$ cat config.mk
export PLATFORM = sky130hd
export DESIGN_NAME = ov7670_capture
export DESIGN_NICKNAME = d
export VERILOG_FILES = /design/src/rtl/ov7670_capture.sv
export SDC_FILE = /design/constraint.sdc
export NUM_CORES = 1
export LEC_CHECK = 0
export ABC_CLOCK_PERIOD_IN_PS = 3300
export BUFFER_PORTS_ARGS = -buffer_cell sky130_fd_sc_hd__buf_2
export CELL_PAD_IN_SITES_DETAIL_PLACEMENT = 0
export CELL_PAD_IN_SITES_GLOBAL_PLACEMENT = 1
export CORE_ASPECT_RATIO = 1.75
export CORE_MARGIN = 1.5
export CORE_UTILIZATION = 49
export DETAILED_ROUTE_END_ITERATION = 7
export HOLD_SLACK_MARGIN = 0.12
export PLACE_DENSITY = 0.91
export SLEW_MARGIN = 20
export SYNTH_ARGS = -nofsm -noshare
export SYNTH_HDL_FRONTEND = slang
export SYNTH_SLANG_ARGS = --single-unit
$ cat constraint.sdc
create_clock -name Clk_i -period 3.3 [get_ports Clk_i]
set_input_delay 0.66 -clock Clk_i [delete_from_list [all_inputs] [get_ports Clk_i]]
set_output_delay 0.66 -clock Clk_i [all_outputs]
set_load 0.005 [all_outputs]
$ cat src/rtl/ov7670_capture.sv
// OV7670 capture front end: synchronises the camera bus into Clk_i, packs RGB565
// byte pairs into 16-bit pixels ({byte2, byte1}) and strobes them to the frame buffer.
module ov7670_capture #(
  parameter int H_PIXELS    = 640,
  parameter int V_LINES     = 480,
  parameter int SYNC_STAGES = 2
) (
  input  logic        Clk_i,
  input  logic        Reset_i,
  input  logic        Enable_i,
  input  logic        Cam_Pclk_i,
  input  logic        Cam_Vsync_i,
  input  logic        Cam_Href_i,
  input  logic [7:0]  Cam_Data_i,
  input  logic        Full_i,
  output logic [15:0] Pixel_o,
  output logic        Write_En_o,
  output logic        Frame_Start_o,
  output logic        Frame_Done_o,
  output logic [9:0]  Line_Count_o,
  output logic        Overflow_o,
  output logic        Size_Err_o,
  output logic [1:0]  State_o
);

  typedef enum logic [1:0] {
    IDLE    = 2'd0,
    WAIT_VS = 2'd1,
    CAPTURE = 2'd2,
    DONE    = 2'd3
  } state_t;

  localparam logic [9:0] H_MAX   = 10'(H_PIXELS);
  localparam logic [9:0] V_MAX   = 10'(V_LINES);
  localparam logic [9:0] CNT_SAT = 10'h3FF;

  // All camera signals share one chain so data stays aligned with its PCLK edge.
  logic [10:0] sync_q [SYNC_STAGES];
  logic [10:0] sync_out;
  logic        s_pclk, s_vsync, s_href;
  logic [7:0]  s_data;
  logic        pclk_d, vsync_d, href_d;
  logic        pclk_rise, vs_rise, vs_fall, href_fall;

  always_ff @(posedge Clk_i or negedge Reset_i) begin
    if (!Reset_i) begin
      for (int i = 0; i < SYNC_STAGES; i++) sync_q[i] <= '0;
      pclk_d  <= 1'b0;
      vsync_d <= 1'b0;
      href_d  <= 1'b0;
    end else begin
      sync_q[0] <= {Cam_Pclk_i, Cam_Vsync_i, Cam_Href_i, Cam_Data_i};
      for (int i = 1; i < SYNC_STAGES; i++) sync_q[i] <= sync_q[i-1];
      pclk_d  <= s_pclk;
      vsync_d <= s_vsync;
      href_d  <= s_href;
    end
  end

  assign sync_out  = sync_q[SYNC_STAGES-1];
  assign s_pclk    = sync_out[10];
  assign s_vsync   = sync_out[9];
  assign s_href    = sync_out[8];
  assign s_data    = sync_out[7:0];
  assign pclk_rise = s_pclk & ~pclk_d;
  assign vs_rise   = s_vsync & ~vsync_d;
  assign vs_fall   = ~s_vsync & vsync_d;
  assign href_fall = ~s_href & href_d;

  state_t      state;
  logic        phase;
  logic [7:0]  byte1;
  logic [9:0]  pixel_count;
  logic        geom_bad;

  always_ff @(posedge Clk_i or negedge Reset_i) begin
    if (!Reset_i) begin
      state         <= IDLE;
      phase         <= 1'b0;
      byte1         <= '0;
      pixel_count   <= '0;
      geom_bad      <= 1'b0;
      Pixel_o       <= '0;
      Write_En_o    <= 1'b0;
      Frame_Start_o <= 1'b0;
      Frame_Done_o  <= 1'b0;
      Line_Count_o  <= '0;
      Overflow_o    <= 1'b0;
      Size_Err_o    <= 1'b0;
    end else begin
      Write_En_o    <= 1'b0;
      Frame_Start_o <= 1'b0;
      Frame_Done_o  <= 1'b0;
      case (state)
        IDLE: begin
          if (Enable_i) state <= WAIT_VS;
        end
        WAIT_VS: begin
          if (!Enable_i) begin
            state <= IDLE;
          end else if (vs_fall) begin
            Frame_Start_o <= 1'b1;
            pixel_count   <= '0;
            Line_Count_o  <= '0;
            phase         <= 1'b0;
            geom_bad      <= 1'b0;
            Overflow_o    <= 1'b0;
            Size_Err_o    <= 1'b0;
            state         <= CAPTURE;
          end
        end
        CAPTURE: begin
          if (!Enable_i) begin
            state <= IDLE;
          end else begin
            if (href_fall) begin
              // Any odd trailing byte is simply forgotten by clearing phase.
              if (Line_Count_o != CNT_SAT) Line_Count_o <= Line_Count_o + 10'd1;
              if (pixel_count != H_MAX) geom_bad <= 1'b1;
              pixel_count <= '0;
              phase       <= 1'b0;
            end else if (pclk_rise && s_href) begin
              if (!phase) begin
                byte1 <= s_data;
                phase <= 1'b1;
              end else begin
                phase <= 1'b0;
                if (pixel_count != CNT_SAT) pixel_count <= pixel_count + 10'd1;
                if (pixel_count < H_MAX && Line_Count_o < V_MAX) begin
                  if (Full_i) begin
                    Overflow_o <= 1'b1;
                  end else begin
                    Write_En_o <= 1'b1;
                    Pixel_o    <= {s_data, byte1};
                  end
                end
              end
            end
            if (vs_rise) begin
              Frame_Done_o <= 1'b1;
              state        <= DONE;
            end
          end
        end
        DONE: begin
          if (Line_Count_o != V_MAX || geom_bad) Size_Err_o <= 1'b1;
          state <= Enable_i ? WAIT_VS : IDLE;
        end
        default: state <= IDLE;
      endcase
    end
  end

  assign State_o = state;

endmodule

---- Yosys cells after proc, flatten, opt, wreduce, memory -nomap -nowiden ----
Cells that the tools add are included.
word-level totals
  register bits ........................... 78
  input port bits ......................... 15
  output and inout bits ................... 33
  logic and storage cells ................. 124
cells by class
  mux-type cells .......................... 52
  bitwise logic cells ..................... 11
  order comparisons ....................... 2
  equal/unequal tests ..................... 25
  $add $sub $neg .......................... 2
  reductions and logical operators ........ 15
operators with widths
  cell                                                          number
  two-way mux 10 bit                                            10
  one-hot mux 10 bit (2 select lines)                           2
  two-way mux 1 bit                                             30
  inequality test 10 bit (second input constant)                3
  inequality test 2 bit (second input constant)                 13
  adder 10 x 1 -> 10 bit (second input constant)                2
  inequality test 3 bit (second input constant)                 5
  AND reduction 7 bit                                           2
  AND reduction 6 bit                                           2
  less-than comparator 10 bit (second input constant)           1
  less-than comparator 10 x 9 -> 1 bit (second input constant)  1
  two-way mux 2 bit                                             5
  inequality test 10 x 9 -> 1 bit (second input constant)       1
  AND reduction 5 bit                                           2
  AND reduction 9 bit                                           1
  one-hot mux 1 bit (2 select lines)                            4
  one-hot mux 2 bit (4 select lines)                            1
  inverter 1 bit                                                7
  AND 1 bit                                                     4
  == test 2 bit (second input constant)                         2
  AND reduction 4 bit                                           1
  nonzero test 2 bit                                            2
  AND reduction 3 bit                                           1
  == test 2 x 1 -> 1 bit (second input constant)                1
  other kinds (3)                                               4

---- Logic depth before layout (Yosys ltp) ----
  depth in word-level cells ............... 8
  depth in mapped cells ................... 6
  gate-level depth less buffers ........... 5

---- Least setup slack after synthesis ----
No wires, ideal clock.
  path kind ............................... input-to-reg
  start ................................... input port Enable_i
  end ..................................... register Pixel_o[0]
  buffers on the path ..................... 2
  slack ................................... 1.466 ns
  library setup time ...................... 0.125 ns
  stages on the path ...................... 6
  data required time ...................... 3.175 ns
  data arrival time ....................... 1.710 ns
  path through ............................ nand3b_2 > nor2_1 > and4b_1 > buf_6 > buf_12 > mux2_2
on the way
  cells in the longest elaborated chain, start to end .. 1
RTL lines
  item                           RTL line  RTL
  start, declared                10        input logic Enable_i,
  AND reduction 7 bit (no line)  --
  end signal, assigned           134       Pixel_o <= {s_data, byte1};
  end, declared                  16        output logic [15:0] Pixel_o,
No other way between the ends.
A chain may end at the register's enable or synchronous reset.

---- Final worst setup path ----
  start ................................... register Line_Count_o[5]
  end ..................................... register Pixel_o[12]
on the way
  cells in the longest elaborated chain, start to end .. 3
RTL lines
  item                                  RTL line  RTL
  start, declared                       20        output logic [9:0] Line_Count_o,
  start signal, assigned                118       if (Line_Count_o != CNT_SAT) Line_Count_o <= Line_Count_o + 10'd1;
  less-than comparator 10 x 9 -> 1 bit  129       if (pixel_count < H_MAX && Line_Count_o < V_MAX) begin
  logical AND 1 bit                     129
  AND reduction 7 bit (no line)         --
No other way between the ends.

==> results.py <==
metrics = {
    "outcome": {
        "status": "complete, no violations",
    },
    "cells_and_area": {
        "final_nets": 331,
        "fillerInstances": 568,
        "n_antenna_cell": 0,
        "utilization_pct": 59.0,
        "syn2layout_area_growth_pct": 16.6,
        "drive_gt1_share_pct": 30.8,
        "fin_area_um2": 3860,
    },
    "power_and_ir_drop": {
        "intPower_mw": 1.55,
        "p_comb_share_pct": 4.9,
        "vdd_drop_max_mv": 0.451,
        "p_leak_nw": 1.84,
        "switching_share_pct": 22.3,
        "p_clk_share_pct": 43.6,
        "power.total_mw": 2.00,
        "power_frac_seq_pct": 51.4,
        "power.switching_uw": 447,
        "pwr_density_cell_nw_per_um2": 519,
    },
    "critical_path": {
        "crit_end": "Pixel_o[12]",
        "timing.rr.start": "Line_Count_o[5]",
        "cp_data_arrival_time_ns": 2.49,
        "r2r_slack_ns": 1.02,
        "critPathMaxFanout": 16,
        "critPathCaptureType": "flip-flop",
        "cp.required_ns": 3.51,
        "crit_start": "Line_Count_o[5]",
        "reg2reg_depth": 4,
        "start_kind": "flip-flop",
        "r2r_end": "Pixel_o[12]",
        "path_class": "flip-flop to flip-flop",
    },
    "clock_tree": {
        "cts_sinks": 78,
        "tritoncts": "done",
        "cts_buffer_depth": 2,
        "clk_latency_ns": 0.33,
        "cts_resized": 0,
        "cts_root_buf": "clkbuf_16",
        "htree_levels": 3,
        "cts.reportedPaths.clkPinSlew_ns": 0.06,
        "cts_buffers": 9,
        "post_cts_buffers": 0,
        "cts_hold_buf": 0,
    },
    "floorplan": {
        "die_x_um": 65.1,
        "die_area_um2": 7280,
        "die_h_um": 112,
        "fp.coreArea_um2": 6540,
        "initial_utilization_pct": 50.6,
        "pin_count": 48,
        "num_rows": 39,
    },
    "place": {
        "place_area_um2": 3590,
        "place_hpwl_um": 4580,
        "gp_congestion": 0.896,
        "io_buffers": 47,
    },
    "global_routing": {
        "grt_pass1_vias": 2317,
        "overflow": 0,
        "grt_max_degree": 79,
        "grt_pass1_wl_um": 11200,
        "antenna_found_initial": 0,
        "grtUsageTotal_pct": 20.7,
    },
    "drt": {
        "wl_um": 6570,
        "dr.pass1.iters": 4,
        "vias": 2267,
        "drt_iter0_markers": 135,
        "ant_nets": 0,
        "drc": 0,
        "avgRoutedWirePerCell_um": 16.6,
        "viasPerCell": 5.71,
    },
    "timing": {
        "finClkSkew_ns": 0.00639,
        "rsz0062_at_grt": "false",
        "slew_violations": 0,
        "tightest_slew_ns": 0.944,
        "fin_tns_setup_ns": 0,
        "min_period_ns": 2.28,
        "finalCritPeriodShare_pct": 69.1,
        "hold_viol": 0,
        "relSlewSlack_pct": 37.0,
        "max_freq_mhz": 438,
        "setup_viol": 0,
    },
    "synthesis": {
        "synth_flop_cell": "dfrtp_1",
        "synth-async-reset-ratio_pct": 100,
        "synth.most_common_cell": "dfrtp_1",
        "ys_ff_latch": 78,
        "synthTopCellsByArea": "dfrtp_1 (59%), mux2_2 (8.2%), mux2i_1 (1.8%), nand3_1 (1.8%), a211oi_1 (1.6%)",
        "avgSynthCellArea_um2": 12.6,
        "yosysSeqAreaShare_pct": 59.0,
        "syn_inst": 262,
        "syn_area_um2": 3310,
        "synth_warnings": 0,
        "synth_top_area_cell": "dfrtp_1",
        "yosysTopAreaCellShare_pct": 59.0,
        "synth_cell_types": 55,
        "synth-edff-count": 0,
        "netlist_top_cells_count": "dfrtp_1 (78), mux2_2 (24), nand3_1 (12), nor2_1 (12)",
        "synth.net_count": 281,
    },
    "hold_path": {
        "hold_path.class": "flip-flop to flip-flop",
    },
    "flow_run": {
        "cap_viol_max_count": 0,
    },
}
power groups by stage:
stage | Sequential [mW] | Clock [mW] | Combinational (mW)
2_1_floorplan | 1.03 | 0 | 0.0599
3_3_place_gp | 1.04 | 0 | 0.0976
3_5_place_dp | 1.04 | 0 | 0.101
4_1_cts | 1.03 | 0.900 | 0.102
5_1_grt | 1.03 | 0.941 | 0.114
6_report | 1.03 | 0.873 | 0.0988
through the flow:
stage                     std cells  worst slack (ns)  hold WS [ns]
after global placement          383             0.901         0.333
after floorplan                 262              1.47         0.331
final                           397              1.02         0.346
after detailed placement        383             0.835         0.335
after CTS                       397              1.00         0.347
after global routing            397             0.905         0.346
worst max-delay path: stages (launching register included):
cell     delay [ns]
dfrtp_1        0.44
and4_1         0.24
nor3_1         0.30
and4b_1        0.76
mux2_2         0.41
how the worst min path moves through the flow:
| stage | start | endpoint | slack (ns) | depth (start not counted) |
|---|---|---|---|---|
| floorplan | sync_q[11] | sync_out[0] | 0.33 | 0 |
| global placement | sync_q[16] | sync_out[5] | 0.33 | 0 |
| detailed placement | sync_q[21] | sync_out[10] | 0.33 | 0 |
| CTS | sync_q[21] | sync_out[10] | 0.35 | 0 |
| global route | sync_q[20] | sync_out[9] | 0.35 | 0 |
| finish | sync_q[21] | sync_out[10] | 0.35 | 0 |
routing by layer:
metal | GRT usage, % | part of all wire, %
met2 | 35.1 | 55
met4 | 11.3 | 2.7
met3 | 7.17 | 4.0
met5 | 0 | 0
met1 | 22.0 | 38
sequential cells by signal (all words and copies together) (netlist names), 2 cells and up:
name and count:
Pixel_o 16, sync_out 11, sync_q 11, Line_Count_o 10
pixel_count 10, byte1 8, State_o 2
area by class of cell:
cell class	count	area, um^2	area share [%]
clock inverters	4	25.0	0.649
inverters	11	41.3	1.07
well taps	82	103	2.66
clock buffers	10	239	6.20
repair buffers	49	253	6.55
multi-input cells	163	1240	32.3
flip-flops and latches	78	1950	50.6
cell families (layout without fill, tap and decap cells):
| logic type | after synthesis | count (layout) | synth area share [%] |
|---|---|---|---|
| AO/OA/AOI/OAI | 47 | 47 | 11.0 |
| adder cells (fa/ha/maj) | 4 | 4 | 1.51 |
| buffers and inverters | 21 | 74 | 3.40 |
| flip-flops | 78 | 78 | 59.0 |
| multiplexers | 30 | 30 | 9.98 |
| AND/OR/NAND/NOR | 82 | 82 | 15.1 |
layout by cell type, fill, tap and decap left out, types with 9 or more instances in the layout:
| cell | instances |
|---|---|
| mux2_2 | 24 |
| nor2_1 | 12 |
| clkbuf_16 | 9 |
| buf_2 | 46 |
| dfrtp_1 | 78 |
| nand2_1 | 11 |
| inv_1 | 11 |
| nand3_1 | 12 |
(Power assumes the default switching activity.)
